`src/rtl/instr_encoder.sv`:
```
// instr_encoder: assembles MIPS words from symbolic requests and streams them into imem
module instr_encoder #(
    parameter int DEPTH = 64,
    parameter int AW = 6
) (
    input  logic          clk,
    input  logic          reset,
    input  logic          start,
    input  logic [AW-1:0] base_word,
    input  logic          in_valid,
    output logic          in_ready,
    input  logic [3:0]    in_kind,
    input  logic [4:0]    in_rs,
    input  logic [4:0]    in_rt,
    input  logic [4:0]    in_rd,
    input  logic [15:0]   in_imm,
    input  logic [25:0]   in_target,
    output logic          mem_we,
    output logic [31:0]   mem_addr,
    output logic [31:0]   mem_wdata,
    output logic [AW:0]   count,
    output logic          full,
    output logic          err_illegal
);
    localparam logic [1:0] IDLE = 2'd0;
    localparam logic [1:0] LOAD = 2'd1;
    localparam logic [1:0] FULL = 2'd2;

    logic [1:0]    state;
    logic [AW-1:0] wrPtr;
    logic [5:0]    funct;
    logic [5:0]    opcode;
    logic [31:0]   encWord;
    logic          legal;
    logic          accept;

    always_comb begin
        funct = 6'h20;
        opcode = 6'h00;
        case (in_kind)
            4'd1: funct = 6'h22;
            4'd2: funct = 6'h24;
            4'd3: funct = 6'h25;
            4'd4: funct = 6'h2A;
            4'd5: opcode = 6'h23;
            4'd6: opcode = 6'h2B;
            4'd7: opcode = 6'h04;
            4'd8: opcode = 6'h08;
            default: ;
        endcase
    end

    assign encWord = in_kind == 4'd9 ? {6'h02, in_target}
                   : in_kind < 4'd5  ? {6'h00, in_rs, in_rt, in_rd, 5'd0, funct}
                   :                   {opcode, in_rs, in_rt, in_imm};
    assign legal    = in_kind <= 4'd9;
    assign in_ready = state == LOAD && !start;
    assign full     = state == FULL;
    assign accept   = in_valid && in_ready;

    // start takes priority; in_ready is forced low that cycle, so no accept collides with it
    always_ff @(posedge clk) begin
        if (reset) begin
            state       <= IDLE;
            wrPtr       <= '0;
            count       <= '0;
            mem_we      <= 1'b0;
            mem_addr    <= '0;
            mem_wdata   <= '0;
            err_illegal <= 1'b0;
        end else begin
            mem_we <= accept && legal;
            if (accept && legal) begin
                mem_addr  <= {{(30-AW){1'b0}}, wrPtr, 2'b00};
                mem_wdata <= encWord;
                wrPtr     <= wrPtr + AW'(1);
                count     <= count + (AW+1)'(1);
                if (count == (AW+1)'(DEPTH-1)) state <= FULL;
            end
            if (accept && !legal) err_illegal <= 1'b1;
            if (start) begin
                state       <= LOAD;
                wrPtr       <= base_word;
                count       <= '0;
                err_illegal <= 1'b0;
            end
        end
    end
endmodule

```
`config.mk`:
```
export PLATFORM = sky130hd
export DESIGN_NAME = instr_encoder
export DESIGN_NICKNAME = d
export VERILOG_FILES = /design/src/rtl/instr_encoder.sv
export SDC_FILE = /design/constraint.sdc
export NUM_CORES = 1
export LEC_CHECK = 0
export ABC_CLOCK_PERIOD_IN_PS = 1700
export CORE_ASPECT_RATIO = 1.5
export CORE_MARGIN = 1.5
export CORE_UTILIZATION = 40
export DETAILED_ROUTE_END_ITERATION = 10
export MAX_ROUTING_LAYER = met4
export PLACE_DENSITY = 0.81
export SLEW_MARGIN = 20
export SYNTH_ARGS = -nofsm -noshare
export SYNTH_HDL_FRONTEND = slang
export SYNTH_SLANG_ARGS = --single-unit
```
`constraint.sdc`:
```
create_clock -name clk -period 1.7 [get_ports clk]
set_input_delay 0.34 -clock clk [delete_from_list [all_inputs] [get_ports clk]]
set_output_delay 0.34 -clock clk [all_outputs]
set_load 0.03 [all_outputs]
```
==> results.md, run 1 <==
* Sw Ratio at 27.7%
* Die area at 0.00750 mm^2
* Drt total wl at 8.24 mm
* Drt pass-1 iters at 4
* Gate power share at 22.2%
* Largest net degree at the start of global routing at 34
* Core area at 0.00681 mm^2
* Crit path kind: flop to output pin
* Worst flop-to-flop path startpoint: state[1]
* Mapped Cells at 345
* Placed cell areas at 0.00407 mm^2
* CP peak stage delay at 680 ps
* Clock insertion delay at the later pin of the skew report at 310 ps
* Initial antenna violation count at 0
* Detailed placement HPWL at 5.99 mm
* Grt met1 use at 23.3%
* Most frequent cells in the layout: 83 x clkdlybuf4s50_1, 53 x dfxtp_1, 50 x nand2_1, 36 x nor2_1, 27 x conb_1
* CP arrival at 1340 ps
* WL per Instance at 15.0 um
* Hold Vio Cnt, Final at 0
* Fill cells at 601
* Max FO, Critical Path at 2
* Vias in the first global route at 2691
* Top Ports at 146
* # port buffers at 118
* #FFs+latches synth at 53
* Avg Inst Size Synth at 8.09 um^2
* Final Cell Area at 0.00430 mm^2
* Share of layout cells above drive strength 1 at 10.8%
* CTS clk-pin slew, worst paths at 100 ps
* Max IR drop VDD at 0.000462 V
* TritonCTS clock tree: done
* Gr ovfl total at 0
* Cell family with most CP delay: buffers and inverters
* Num CTS Buffers at 5
* Asr flop ratio synth at 0%
* # setup viols final at 0
* Register area at 0.00106 mm^2
* Dpl ws at -443 ps
* Worst path depth at 1
* Critical Path RT at 1360 ps
* Crit share post-route at 98.6%
* CTS Buffer Depth at 2
* P&R area growth vs syn at 54.0%
* Commonest non-fill, non-tap cell in the layout: clkdlybuf4s50_1
* Initial core utilization at 41.0%
* Clock Sinks at 53
* Clock power frac at 31.1%
* Worst R2R End: wrPtr[5]
* Sequential share of the synthesized area at 38.0%
* First-pass GRT wire length at 12.5 mm
* Residual DRC at 0
* CP endpoint kind: output pin
* Leak at 2.04 nW
* Register-to-register setup slack at 140 ps
* Pwr Density at 645 mW/mm^2
* Net count, final at 546
* Min-delay worst type: primary input to flop
* Die width at 71.2 um
* Layer carrying the most global-route usage: met2
* Multi-input gate area at 0.00148 mm^2
* Highest Clock Rate at 0.597 GHz
* R2R cell count at 4
* Top FF cell, synth: dfxtp_1
* Ys Warns at 0
* Routed vias at 2902
* Post-CTS Hold Buffers at 0
* Slowest CP cell: clkdlybuf4s50_1
* Net Switching at 0.770 mW
* Synth Cell Area at 0.00279 mm^2
* Hold_ws at 452 ps
* Met2 Resource Use GR at 37.2%
* Cell row count at 37
* Crit-path cells: clkdlybuf4s50_1
* Power Internal at 2.01 mW
* Fin. max-slew vios at 0
* Critical Path Sink: mem_wdata[15]
* H-Tree Depth at 2
* Via density at 5.27
* CTS root buf: clkbuf_8
* Die Y at 105 um
* Met3 usage at 3.73%
* MaxCap Viol Count at 0
* Fin crit period at 1680 ps
* Worst setup path start: mem_wdata[15]
* EDFF count, synth at 0
* ANT nets after route at 0
* WP buf/inv at 1
* Status: completed
* Worst setup SP type: flop
* Seq pwr share at 46.7%
* # diodes at 0
* Utilization after layout at 63.2%
* TNS Setup at 0 ps
* Worst Setup Slack, final at 24.4 ps
* Final GP Congestion at 0.819
* Synth unique cells at 52
* Total Routing Usage GR at 21.1%
* First DRT Iteration DRCs at 122
* Setup Skew at 9.34 ps
Yosys cell counts (2+ instances only):
library cell  count  share of area, %
o31ai_1           5               1.3
dfxtp_1          53                38
o21ai_1           9               1.6
buf_4            31               8.3
nor2b_1           4              0.90
nor3b_1           2              0.54
nand3b_1          7               1.9
ha_1              2              0.90
nand3_1           6               1.1
buf_2             8               1.4
xnor2_1           3              0.94
clkbuf_1         12               1.6
and2_1            3              0.67
xor2_1            6               1.9
o21ai_0           3              0.54
nand4b_1          2              0.63
a31oi_1           2              0.45
buf_1             2              0.27
o211ai_1          2              0.54
and4bb_1          2              0.90
nand4_1           5               1.1
a32oi_1           2              0.63
a21boi_0          5               1.3
a21oi_1          20               3.6
inv_1             4              0.54
a211oi_1          7               1.9
a221oi_1          6               1.9
nor3_1           10               1.8
nand2_1          50               6.7
nor2_1           36               4.8
a311oi_1         12               3.8
buf_6             3               1.2
and3_1            2              0.45
sequential cells by signal, indices dropped and copies added, names as in the netlist:
name / count
err_illegal: 1
mem_wdata: 30
state: 2
wrPtr: 6
count: 7
mem_addr: 6
mem_we: 1
per-layer routing:
layer  vias up  share of wire, %
li1       1417                 -
met1      1337                39
met2       139                51
met3         9               8.1
met4         0               1.8
met5         -                 0
timing repair:
item | 4_1_cts | 5_1_grt
cloned | 0 | 1
endpoints found under the setup margin | 22 | 44
resized for setup | 15 | 28
pin swaps | 2 | 3
setup buffers | 1 | 1
worst reg2reg max path, cell delays in order, from the launching register on:
cell	delay, ps
dfxtp_1	370
and4bb_4	390
nand2_4	70
or4_1	500
a31oi_1	160
power by group through the flow:
stage	combinational (mW)	sequential, mW	clock (mW)
5_1_grt	0.659	1.30	0.937
3_3_place_gp	0.592	1.32	0
3_5_place_dp	0.597	1.33	0
6_report	0.617	1.30	0.862
4_1_cts	0.603	1.30	0.883
2_1_floorplan	0.316	1.37	0
worst min-delay path by stage:
stage	startpoint	to	slack (ps)	depth (start not counted)
after floorplan	wrPtr[5]	mem_addr[7]	440	2
after global placement	mem_wdata[28]	mem_wdata[28]	440	2
after detailed placement	mem_wdata[28]	mem_wdata[28]	450	2
after CTS	reset	count[1]	460	3
after global routing	reset	count[1]	460	3
final	reset	count[1]	450	3
logic make-up after synthesis:
kind of cell    synth area share (%)
xor+xnor                        2.82
simple gates                    23.7
fa+ha+maj                      0.896
buf+inv                         13.4
compound gates                  20.7
other cells                    0.134
mux                            0.358
flops                           38.0
stage by stage:
stage                     power [mW]  std cells
after floorplan                 1.68        371
after global placement          1.92        541
after detailed placement        1.92        541
after CTS                       2.78        549
after global routing            2.90        551
final                           2.78        551
final cells by class:
| class | count | area share [%] |
|---|---|---|
| tap | 78 | 2.27 |
| sequential | 53 | 24.7 |
| clock buffer | 5 | 1.60 |
| clock inverter | 2 | 0.902 |
| timing repair buffer | 151 | 35.8 |
| inverter | 4 | 0.349 |
| multi-input combinational | 258 | 34.4 |
(Power assumes the default switching activity.)
==> run 2, diff against run 1 <==
CELL_PAD_IN_SITES_DETAIL_PLACEMENT = 2   (was default)
CELL_PAD_IN_SITES_GLOBAL_PLACEMENT = 2   (was default)
CORE_UTILIZATION = 21   (was 40)
PLACE_DENSITY = 0.8   (was 0.81)
==> run 2 against run 1 <==
Effect of this change: via count grew 3.0%; setup slack gained 4.3 ps; cell count grew 15%; routed wire length grew 28%; maximum frequency grew 0.25%; combinational power grew 3.6%; utilization shrank 29 points; global-route usage shrank 6.0 points; worst hold slack gained 10 ps; critical path depth is the same; clock skew shrank 3.3 ps; flip-flop and latch count is the same; critical path type unchanged.
==> results.md, run 2 (same netlist as run 1, synthesis figures left out) <==
* First DRT Iteration DRCs at 56
* # port buffers at 118
* Worst path depth at 1
* Die area at 0.0140 mm^2
* Utilization after layout at 34.3%
* CP endpoint kind: output pin
* Max FFs per register at 30
* Status: completed
* Net count, final at 550
* Fin crit period at 1670 ps
* Largest net degree at the start of global routing at 33
* Highest Clock Rate at 0.598 GHz
* H-Tree Depth at 2
* Top flop regs: mem_wdata x30, count x7
* Clock insertion delay at the later pin of the skew report at 290 ps
* Max IR drop VDD at 0.000328 V
* Fin. max-slew vios at 0
* Crit share post-route at 98.3%
* Num CTS Buffers at 5
* Routed vias at 2990
* Hold_ws at 462 ps
* Hold depth at 2
* Cell family with most CP delay: buffers and inverters
* Die width at 97.2 um
* CTS clk-pin slew, worst paths at 70 ps
* Total Routing Usage GR at 15.0%
* Critical Path RT at 1360 ps
* Initial core utilization at 21.6%
* CTS root buf: clkbuf_16
* Cell row count at 51
* Core area at 0.0130 mm^2
* Drt pass-1 iters at 4
* Top Ports at 146
* CP arrival at 1330 ps
* Worst setup SP type: flop
* Critical Path Sink: mem_wdata[13]
* Setup Skew at 6.02 ps
* First-pass GRT wire length at 16.3 mm
* Share of layout cells above drive strength 1 at 13.2%
* Worst flop-to-flop path startpoint: state[1]
* Vias in the first global route at 3228
* WL per Instance at 16.6 um
* Worst R2R End: wrPtr[5]
* Worst setup path start: mem_wdata[13]
* Hold Vio Cnt, Final at 0
* # setup viols final at 0
* Initial antenna violation count at 0
* P&R area growth vs syn at 59.1%
* Drt total wl at 10.6 mm
* Commonest non-fill, non-tap cell in the layout: clkdlybuf4s50_1
* Crit-path cells: clkdlybuf4s50_1
* CTS Buffer Depth at 2
* Final GP Congestion at 0.782
* Die Y at 144 um
* Crit path kind: flop to output pin
* Detailed placement HPWL at 8.17 mm
* ANT nets after route at 0
* Via density at 4.70
* Pwr Density at 669 mW/mm^2
* MaxCap Viol Count at 0
* Register-to-register setup slack at 130 ps
* Residual DRC at 0
* Slowest CP cell: clkdlybuf4s50_1
* Leak at 1.88 nW
* WP buf/inv at 1
* TritonCTS clock tree: done
* # diodes at 0
* Min-delay worst type: flop to flop
* CP peak stage delay at 700 ps
* Biggest register: mem_wdata
* R2R cell count at 4
* Clock Sinks at 53
* Gr ovfl total at 0
* Tot Pwr at 2.97 mW
* Max FO, Critical Path at 2
* Most frequent cells in the layout: 91 x clkdlybuf4s50_1, 53 x dfxtp_1, 50 x nand2_1, 35 x nor2_1, 35 x buf_4
run 2: changes by cell type in the layout (fill, tap and decap cells not counted), moves of 4 or more:
cell / previous run / this run
a311oi_1: 12 / 8
clkbuf_16: 1 / 6
clkdlybuf4s50_1: 83 / 91
dlymetal6s2s_1: 22 / 11
a221oi_2: 0 / 6
clkbuf_8: 5 / 1
a221oi_1: 6 / 0
a311oi_2: 0 / 4
buf_4: 26 / 35
run 2: metal layers:
layer	GRT usage, %	vias up	wire length, um
li1	-	1418	-
met1	14.9	1470	4080
met2	30.3	95	5980
met3	2.22	7	423
met4	4.04	0	107
met5	-	-	0
run 2: worst min-delay path, cell delays in order (launching register included):
cell	delay, ps
dfxtp_1	310
nand2_1	50
a21oi_1	60
run 2: metrics by stage:
step,setup slack (ps),area [um^2],setup TNS (ps),instances
5_1_grt,-1.38,4440,-1.43,636
3_3_place_gp,-365,4170,-13260,626
4_1_cts,9.69,4320,0,634
3_5_place_dp,-450,4170,-15340,626
6_report,28.7,4440,0,636
2_1_floorplan,112,2890,0,371
run 2: worst min path at each step:
stage | endpoint | slack, ps | startpoint
detailed placement | mem_wdata[5] | 460 | mem_wdata[5]
global route | mem_addr[6] | 490 | mem_addr[6]
global placement | mem_wdata[28] | 450 | mem_wdata[28]
finish | mem_addr[5] | 460 | mem_addr[5]
CTS | mem_addr[5] | 470 | mem_addr[5]
floorplan | mem_addr[7] | 440 | wrPtr[5]
run 2: cell type report:
class | count | area (um^2)
clock buffers | 7 | 143
fillers | 1466 | 8510
inverters | 4 | 15.0
multi-input cells | 258 | 1530
flip-flops and latches | 53 | 1060
well taps | 159 | 199
repair buffers | 155 | 1500
run 2: timing repair:
action | CTS | global route
gates cloned | 0 | 1
endpoints found under the setup margin | 46 | 33
hold buffers | 0 | 0
pin swaps | 2 | 3
buffers inserted | 1 | 1
resized for setup | 19 | 22
run 2: power by group:
group | total, mW | switching, mW | internal [mW]
sequential | 1.30 | 0.0266 | 1.27
combinational | 0.639 | 0.341 | 0.297
clock | 1.04 | 0.455 | 0.580
==> run 3, diff against run 2 <==
CORE_MARGIN = 1   (was 1.5)
CORE_UTILIZATION = 22   (was 21)
CTS_BUF_LIST = sky130_fd_sc_hd__clkbuf_4 sky130_fd_sc_hd__clkbuf_8   (was default)
PLACE_DENSITY = 0.83   (was 0.8)
==> run 3 against run 2 <==
Effect of this change: total power is 10% lower; combinational power is 4.2% lower; sequential power hardly changed; clock power is 27% lower; global-route usage is 1.2 points higher; cell count is 1.3% lower; flip-flop and latch count stayed put; utilization hardly changed; setup slack better by 44 ps; via count is 2.4% lower; final area is 3.8% lower; register-to-register slack better by 30 ps; critical endpoint is now in_ready; largest power group unchanged; highest routed layer unchanged.
==> results.md, run 3 (same netlist as run 1, synthesis figures left out) <==
* Status: completed
* Leak at 1.96 nW
* Detailed placement HPWL at 8.11 mm
* Cell family with most CP delay: buffers and inverters
* R2R cell count at 5
* Worst R2R End: wrPtr[5]
* Grt met1 use at 16.4%
* Pwr Density at 624 mW/mm^2
* Critical Path RT at 1360 ps
* Highest Clock Rate at 0.615 GHz
* Routed vias at 2919
* Crit path top cell by count: buf_4
* Core area at 0.0124 mm^2
* Fin crit period at 1630 ps
* Gr ovfl total at 0
* Unrepaired setup endpoints after global routing: yes
* CTS root buf: clkbuf_8
* Slowest CP cell: clkdlybuf4s50_1
* Placed cell areas at 0.00417 mm^2
* Final Cell Area at 0.00427 mm^2
* CP peak stage delay at 430 ps
* WP buf/inv at 3
* Top Ports at 146
* Largest net degree at the start of global routing at 28
* P&R area growth vs syn at 53.0%
* Setup Skew at 4.10 ps
* Biggest register: mem_wdata
* Net count, final at 545
* Min-delay worst type: primary input to flop
* Crit-path cells: clkdlybuf4s50_1 > buf_4 > nor3b_2 > buf_4
* CP arrival at 1290 ps
* Utilization after layout at 34.3%
* Crit share post-route at 95.7%
* H-Tree Depth at 2
* Residual DRC at 0
* # diodes at 0
* Layer carrying the most global-route usage: met2
* Fin. max-slew vios at 0
* First-pass GRT wire length at 16.2 mm
* Vias in the first global route at 3259
* First DRT Iteration DRCs at 42
* Num CTS Buffers at 5
* WL per Instance at 16.2 um
* Worst setup SP type: primary input
* Dpl cells at 621
* Commonest non-fill, non-tap cell in the layout: clkdlybuf4s50_1
* CTS Buffer Depth at 2
* Hold Vio Cnt, Final at 0
* Top flop regs: mem_wdata x30, count x7
* Worst flop-to-flop path startpoint: state[1]
* Via density at 4.65
* Worst setup path start: start
* Die area at 0.0132 mm^2
* Die width at 94.0 um
* Drt pass-1 iters at 4
* MaxCap Viol Count at 0
* # setup viols final at 0
* Final GP Congestion at 0.781
* Max FFs per register at 30
* Initial antenna violation count at 0
* Crit path kind: primary input to output pin
* CTS clk-pin slew, worst paths at 90 ps
* Total Routing Usage GR at 16.3%
* Max FO, Critical Path at 8
* Most frequent cells in the layout: 67 x clkdlybuf4s50_1, 53 x dfxtp_1, 50 x nand2_1, 36 x nor2_1, 36 x dlygate4sd2_1
* CP endpoint kind: output pin
* Critical Path Sink: in_ready
* Final Non-Filler Cells at 628
* TritonCTS clock tree: done
* Max IR drop VDD at 0.000279 V
* Drt total wl at 10.2 mm
* Met3 usage at 2.71%
* # port buffers at 118
* Clock Sinks at 53
* Register-to-register setup slack at 160 ps
* Initial core utilization at 22.4%
* Worst path depth at 4
* Post-CTS Hold Buffers at 0
* ANT nets after route at 0
* Cell row count at 50
* Startpoint of the worst hold path: reset
* Share of layout cells above drive strength 1 at 10.6%
* Met2 Resource Use GR at 31.2%
* Clock insertion delay at the later pin of the skew report at 310 ps
* Die Y at 140 um
## run 3: per-layer routing
layer | share of wire (%) | vias up
li1 | - | 1410
met1 | 37 | 1397
met2 | 57 | 100
met3 | 4.6 | 12
met4 | 1.5 | 0
met5 | 0 | -
## run 3: worst min path at each step
stage / to / slack [ps] / depth (start not counted)
detailed placement: mem_wdata[1] / 460 / 2
floorplan: mem_addr[7] / 440 / 2
CTS: mem_we / 380 / 2
global placement: mem_wdata[5] / 440 / 2
finish: mem_we / 390 / 2
global route: mem_wdata[29] / 400 / 2
## run 3: cell type report
cell class | count | area (um^2)
fillers | 1440 | 8180
repair buffers | 150 | 1430
inverters | 4 | 15.0
clock buffers | 7 | 90.1
flip-flops and latches | 53 | 1060
multi-input cells | 258 | 1490
well taps | 156 | 195
## run 3: per-stage QoR
stage               TNS (ps)  power [mW]  setup slack, ps  hold slack (ps)
finish                     0        2.67             72.8              388
floorplan                  0        1.68              112              440
global placement      -10930        1.93             -362              444
detailed placement    -14640        1.95             -398              456
global route           -15.1        2.80            -14.9              403
CTS                        0        2.72             2.89              384
## run 3: what timing repair did
| action | CTS | global route |
|---|---|---|
| pin swaps | 0 | 1 |
| setup endpoints to repair | 51 | 30 |
| buffers inserted | 0 | 0 |
| resized for setup | 41 | 15 |
## run 3: power breakdown
part	leakage (nW)	internal (mW)	switching, mW
Combinational	1.48	0.280	0.331
Clock	0.0477	0.341	0.417
Sequential	0.430	1.27	0.0263
